==> config.mk <==
export PLATFORM = sky130hd
export DESIGN_NAME = risc16_bus_arbiter
export DESIGN_NICKNAME = d
export VERILOG_FILES = /design/src/rtl/risc16_bus_pkg.sv /design/src/rtl/risc16_dma_seq.sv /design/src/rtl/risc16_bus_arbiter.sv
export SDC_FILE = /design/constraint.sdc
export NUM_CORES = 1
export LEC_CHECK = 0
export CORE_ASPECT_RATIO = 1.75
export CORE_MARGIN = 3
export CORE_UTILIZATION = 30
export CTS_CLUSTER_DIAMETER = 60
export DETAILED_ROUTE_END_ITERATION = 8
export PLACE_DENSITY_LB_ADDON = 0.3
export SLEW_MARGIN = 5
export SYNTH_ARGS = -nofsm -noshare
export SYNTH_HDL_FRONTEND = slang
export SYNTH_HIERARCHICAL = 1
export SYNTH_SLANG_ARGS = --single-unit
==> constraint.sdc <==
create_clock -name clk -period 3.8 [get_ports clk]
set_input_delay 0.57 -clock clk [delete_from_list [all_inputs] [get_ports clk]]
set_output_delay 0.57 -clock clk [all_outputs]
set_load 0.005 [all_outputs]
==> src/rtl/risc16_bus_pkg.sv <==
// Shared types and constants for the risc16 memory-port arbiter.
// Holds the DMA sequencer state encoding and the default LED register addresses.
package risc16_bus_pkg;

    typedef enum logic [1:0] {
        IDLE  = 2'd0,
        BURST = 2'd1,
        DONE  = 2'd2
    } bus_arb_state_t;

    localparam logic [15:0] LED_LO_ADDR = 16'h0200;
    localparam logic [15:0] LED_HI_ADDR = 16'h0202;

endpackage

==> src/rtl/risc16_dma_seq.sv <==
// DMA burst sequencer: IDLE/BURST/DONE state machine plus the burst address,
// direction and word-count registers. The grant comes from the top level and
// tells the sequencer that the current word moved this cycle.
module risc16_dma_seq
    import risc16_bus_pkg::*;
#(
    parameter int LEN_W = 8
) (
    input  logic             clk,
    input  logic             rst_n,
    input  logic             req_i,
    input  logic             we_i,
    input  logic [15:0]      addr_i,
    input  logic [LEN_W-1:0] len_i,
    input  logic             grant_i,
    output logic             burst_o,
    output logic             busy_o,
    output logic             done_o,
    output logic [15:0]      addr_o,
    output logic             we_o
);

    // Counter is one bit wider so a zero length can hold the full 2^LEN_W words.
    localparam logic [LEN_W:0] CNT_ONE  = (LEN_W + 1)'(1);
    localparam logic [LEN_W:0] CNT_FULL = CNT_ONE << LEN_W;

    bus_arb_state_t   state_q, state_d;
    logic [15:0]      addr_q, addr_d;
    logic [LEN_W:0]   cnt_q, cnt_d;
    logic             dir_q, dir_d;

    // State and burst registers; reset aborts any burst in flight.
    always_ff @(posedge clk or negedge rst_n) begin
        if (!rst_n) begin
            state_q <= IDLE;
            addr_q  <= '0;
            cnt_q   <= '0;
            dir_q   <= 1'b0;
        end else begin
            // NOTE: non-blocking assignments here so every register samples the
            // pre-edge values; blocking would let later lines see updated state.
            state_q <= state_d;
            addr_q  <= addr_d;
            cnt_q   <= cnt_d;
            dir_q   <= dir_d;
        end
    end

    // Next-state logic: latch on request, step on grant, finish on the last word.
    always_comb begin
        // NOTE: every output of this block gets a default first, otherwise a
        // path that skips an assignment would infer a latch.
        state_d = state_q;
        addr_d  = addr_q;
        cnt_d   = cnt_q;
        dir_d   = dir_q;
        unique case (state_q)
            IDLE: begin
                if (req_i) begin
                    state_d = BURST;
                    addr_d  = {addr_i[15:1], 1'b0};
                    dir_d   = we_i;
                    cnt_d   = (len_i == '0) ? CNT_FULL : {1'b0, len_i};
                end
            end
            BURST: begin
                if (grant_i) begin
                    addr_d = addr_q + 16'd2;
                    cnt_d  = cnt_q - CNT_ONE;
                    if (cnt_q == CNT_ONE) begin
                        state_d = DONE;
                    end
                end
            end
            DONE: begin
                state_d = IDLE;
            end
            default: begin
                state_d = IDLE;
            end
        endcase
    end

    assign burst_o = (state_q == BURST);
    assign busy_o  = (state_q != IDLE);
    assign done_o  = (state_q == DONE);
    assign addr_o  = addr_q;
    assign we_o    = dir_q;

endmodule

==> src/rtl/risc16_bus_arbiter.sv <==
// Memory-port arbiter between the risc16 core and a burst DMA master.
// The CPU path is purely combinational and always wins; DMA words move only
// on cycles where the CPU drives neither strobe.
// Build option: define RISC16_BUS_MMIO_LED_EN to decode CPU writes to the
// LED_LO/LED_HI addresses into the 24-bit led register instead of memory.
module risc16_bus_arbiter
    import risc16_bus_pkg::*;
#(
    parameter int          LEN_W  = 8,
    parameter logic [15:0] LED_LO = LED_LO_ADDR,
    parameter logic [15:0] LED_HI = LED_HI_ADDR
) (
    input  logic             clk,
    input  logic             rst_n,
    input  logic [15:0]      cpu_addr,
    input  logic [15:0]      cpu_dout,
    output logic [15:0]      cpu_din,
    input  logic             cpu_oe,
    input  logic             cpu_we,
    input  logic             dma_req,
    input  logic             dma_we,
    input  logic [15:0]      dma_addr,
    input  logic [LEN_W-1:0] dma_len,
    input  logic [15:0]      dma_wdata,
    output logic             dma_ack,
    output logic [15:0]      dma_rdata,
    output logic             dma_rvalid,
    output logic             dma_busy,
    output logic             dma_done,
    output logic [15:0]      mem_addr,
    output logic [15:0]      mem_wdata,
    input  logic [15:0]      mem_rdata,
    output logic             mem_oe,
    output logic             mem_we,
    output logic [23:0]      led
);

`ifdef RISC16_BUS_MMIO_LED_EN
    localparam bit MMIO_EN = 1'b1;
`else
    localparam bit MMIO_EN = 1'b0;
`endif

    logic        burst;
    logic [15:0] burst_addr;
    logic        burst_we;
    logic        led_lo_wr;
    logic        led_hi_wr;
    logic [15:0] dma_rdata_q;
    logic        dma_rvalid_q;
    logic [23:0] led_q;

    risc16_dma_seq #(
        .LEN_W (LEN_W)
    ) u_seq (
        .clk     (clk),
        .rst_n   (rst_n),
        .req_i   (dma_req),
        .we_i    (dma_we),
        .addr_i  (dma_addr),
        .len_i   (dma_len),
        .grant_i (dma_ack),
        .burst_o (burst),
        .busy_o  (dma_busy),
        .done_o  (dma_done),
        .addr_o  (burst_addr),
        .we_o    (burst_we)
    );

    // DMA only gets the port on cycles the CPU leaves idle.
    assign dma_ack = burst & ~cpu_oe & ~cpu_we;

    // LED decode: a CPU write (including oe+we together) to either LED address.
    assign led_lo_wr = MMIO_EN && cpu_we && (cpu_addr == LED_LO);
    assign led_hi_wr = MMIO_EN && cpu_we && (cpu_addr == LED_HI);

    // Memory port mux: DMA on granted cycles, otherwise straight CPU pass-through.
    always_comb begin
        mem_addr  = cpu_addr;
        mem_wdata = cpu_dout;
        mem_oe    = cpu_oe;
        mem_we    = cpu_we & ~(led_lo_wr | led_hi_wr);
        if (dma_ack) begin
            mem_addr  = burst_addr;
            mem_wdata = dma_wdata;
            mem_oe    = ~burst_we;
            mem_we    = burst_we;
        end
    end

    // Capture read-burst data; rvalid marks the cycle after each read grant.
    always_ff @(posedge clk or negedge rst_n) begin
        if (!rst_n) begin
            dma_rdata_q  <= '0;
            dma_rvalid_q <= 1'b0;
        end else begin
            dma_rvalid_q <= dma_ack & ~burst_we;
            if (dma_ack && !burst_we) begin
                dma_rdata_q <= mem_rdata;
            end
        end
    end

    // LED register; stays at zero when the MMIO decode is compiled out.
    always_ff @(posedge clk or negedge rst_n) begin
        if (!rst_n) begin
            led_q <= '0;
        end else begin
            if (led_lo_wr) begin
                led_q[15:0] <= cpu_dout;
            end
            if (led_hi_wr) begin
                led_q[23:16] <= cpu_dout[7:0];
            end
        end
    end

    assign cpu_din    = mem_rdata;
    assign dma_rdata  = dma_rdata_q;
    assign dma_rvalid = dma_rvalid_q;
    assign led        = led_q;

endmodule

==> results by group <==
Pwr
  • Sw Share: 31.15%
  • Sequential Power Share: 36.8%
  • Max rail drop VDD: approximately 0.22 mV
  • Internal: between 1.5 and 2 mW
  • Sw power: ~0.69 mW
  • Clock network fraction of total power: between 20 and 25%
  • Power per standard cell area: roughly 470 nW/um^2
  • P_leak: about 1.9 nW
  • Total power: approximately 2.2 mW
  • Comb pwr share: about two fifths

Critical path
  • R2r setup slk: around 0.66 ns
  • CP required: 3.23 ns
  • Crit path top cell by count: clkdlybuf4s50_1
  • CP delay by family, top: buffers and inverters
  • WP data arrival: 2.58 ns
  • R2r startpoint: u_seq/state_q[1]$_DFFE_PN0P_
  • Worst setup EP type: output port
  • Max incr delay on CP: ~0.54 ns
  • Worst r2r dst: u_seq/addr_o[13]$_DFFE_PN0P_
  • FF-to-FF path depth: 8
  • Startpoint Class: input port
  • CP max-delay cell: clkdlybuf4s50_1
  • Crit Path Max Fanout: 26
  • Setup CP Type: input port to output port
  • Critical path, cell by cell: clkdlybuf4s50_1 -> nor3b_4 -> buf_4 -> mux2_2 -> clkdlybuf4s50_1
  • CP bufs+invs: 3

Floorplanning
  • Initial Util: 31.27%
  • DIE AREA: ~11,000 sq um
  • Die height: ~140 um
  • Core Footprint: 9644 sq um
  • Io pins: about 190
  • Die Wd: ~82 um
  • Num rows: between 40 and 50

Timing
  • Slew HR: between 30% and 40%
  • Clock Skew: ~0.0049 ns
  • Final hold vios: 0
  • Fin Hold WS: 0.4546 ns
  • Peak Freq: around 0.32 GHz
  • Worst Max-Slew Pin Slew: 1.023 ns
  • Post-layout min period: approximately 3.1 ns
  • Setup TNS: 0 ns
  • Final max-slew violation count: 0
  • # setup viols final: 0
  • Period utilization: 82.89%
  • RSZ-0062 raised after global routing: no

Synthesis
  • Synth cell types: between 40 and 50
  • Number of synthesized flops with an enable pin: 0
  • Top cells by area, synth: dfrtp_1 37%, mux2_2 18%, buf_4 11%
  • Dominant cell type by area after synthesis: dfrtp_1
  • Ys async rst share: between 90% and 100%
  • Seq/Total Area, Yosys: a little over a third
  • Synth Instances: between 300 and 400
  • Yosys Warn Count: 6
  • Area of the mapped netlist: around 3000 sq um
  • Syn avg cell area: about 9.6 sq um
  • Synth Register Bits: 44
  • Post-synth top area share: 36.51%
  • Dominant synthesized flop cell: dfrtp_1

Clock network
  • Clock Latency Late Sink: approximately 0.29 ns
  • Clk buf depth: 2
  • Sink Count: 44
  • Clock-pin slew on the worst setup and hold paths: about 0.07 ns
  • Post-CTS Repair Setup Buffers: 0
  • CTS buffer count: 5
  • CTS tree: yes
  • PostCTS Resize Cnt: 0
  • Post-CTS Hold Fix Bufs: 0
  • H-tree lvl count: 2
  • Root Driver: clkbuf_16

Layout
  • Most frequent cells in the layout: 161 x clkdlybuf4s50_1, 49 x mux2_2, 44 x dfrtp_1, 25 x conb_1, 22 x nor2_1
  • Diodes inserted: 0
  • Most common cell after layout, fill and taps aside: clkdlybuf4s50_1
  • Fraction of layout cells with a size suffix above 1: about 16%
  • Layout area overhead: 56.51%
  • Nets@finish: about 560
  • Post-layout util: about half
  • Fin cells: 581

Global routing
  • Global route overflow: 0
  • Met3 usage: 3.186%
  • Most used routing layer in global routing: met2
  • First-pass GRT wire length: 14.32 mm
  • Antenna violations before repair: 0
  • GR Util met1: between 10% and 20%
  • Vias in the first global route: roughly 2,800
  • Met2 Usage GRT: between 30% and 40%
  • Largest net degree at the start of global routing: 45
  • GRT Overall Usage: 16.01%

Job
  • Max-cap violations: 0

Detailed routing
  • 1st-iter DRT viols: between 100 and 150
  • Vias per std cell: 5.012
  • Via count: slightly below 3,000
  • ANT nets after route: 0
  • Total Wirelength: around 9.4 mm
  • DRC errors left: 0
  • First-pass iteration count of the detailed router: 4
  • Avg WL per Cell: ~16 um

Placed design
  • Placed Cells incl. Taps: between 500 and 600
  • PortBufs: 162
  • Final HPWL from detailed placement: between 7 and 8 mm
  • GP Congestion: ~0.8

Status
  • Status: complete, no violations

Hold path
  • Worst Hold Class: input port to async pin
## cell type report
| class | instances | area, sq um |
|---|---|---|
| fill | 957 | 4925 |
| timing repair buffer | 170 | 1677 |
| multi-input combinational | 229 | 1588 |
| sequential | 44 | 1101 |
| tap | 122 | 152.6 |
| clock buffer | 5 | 125.1 |
| clock inverter | 3 | 46.29 |
| inverter | 8 | 30.03 |
## routing by layer
layer / wire length, um / up-vias
li1: - / 1374
met1: 3183 / 1397
met2: 5348 / 132
met3: 725 / 9
met4: 110 / 0
met5: 0 / -
## sequential cells by signal, indices dropped and copies added, names as in the netlist
name / count
dma_rdata: 16
dma_rvalid: 1
u_seq/addr_o: 15
u_seq/cnt_q: 9
u_seq/state_q: 2
u_seq/we_o: 1
## power by group through the flow
| stage | registers, mW | logic, mW | clock network [mW] |
|---|---|---|---|
| floorplan | 0.784 | 0.467 | 0 |
| global placement | 0.813 | 0.877 | 0 |
| detailed placement | 0.821 | 0.898 | 0 |
| CTS | 0.814 | 0.902 | 0.524 |
| global route | 0.838 | 0.981 | 0.540 |
| finish | 0.815 | 0.892 | 0.505 |
## kinds of logic (layout without fill, tap and decap cells)
kind of cell | Yosys count | after routing | synth area share (%)
DFF | 44 | 44 | 36.51
and+or+nand+nor | 77 | 77 | 13.36
AOI/OAI and AO/OA | 73 | 73 | 15.77
buffers and inverters | 64 | 186 | 13.90
adders and majority gates | 3 | 3 | 1.245
other | 2 | 25 | 0.2491
muxes | 51 | 51 | 18.96
## worst max-delay path by stage
stage	slack, ns	cells past startpoint	startpoint	to
3_5_place_dp	0.40	7	cpu_oe	u_seq/addr_o[13]$_DFFE_PN0P_
2_1_floorplan	1.38	10	u_seq/state_q[1]$_DFFE_PN0P_	u_seq/addr_o[8]$_DFFE_PN0P_
6_report	0.65	5	cpu_oe	mem_wdata[12]
3_3_place_gp	0.44	7	cpu_oe	u_seq/addr_o[13]$_DFFE_PN0P_
5_1_grt	0.34	8	u_seq/state_q[1]$_DFFE_PN0P_	u_seq/addr_o[13]$_DFFE_PN0P_
4_1_cts	0.64	5	cpu_oe	mem_wdata[12]
## through the flow
stage / setup WS [ns] / area [sq um]
final: 0.6501 / 4720
after floorplan: 1.376 / 3102
after global placement: 0.4379 / 4548
after detailed placement: 0.4006 / 4548
after global routing: 0.3429 / 4720
after CTS: 0.6350 / 4720
## synth_stat cells (5+ instances only)
| library cell | count |
|---|---|
| buf_2 | 5 |
| a31oi_1 | 6 |
| a211oi_1 | 8 |
| inv_1 | 7 |
| o21ai_0 | 14 |
| dfrtp_1 | 44 |
| nor3_1 | 8 |
| buf_4 | 44 |
| nor2_1 | 22 |
| nand3_1 | 5 |
| mux2_2 | 49 |
| clkbuf_1 | 6 |
| a21oi_1 | 16 |
| o22ai_1 | 9 |
| nand2_1 | 16 |
Note: power is estimated with default switching activity, not from simulation.
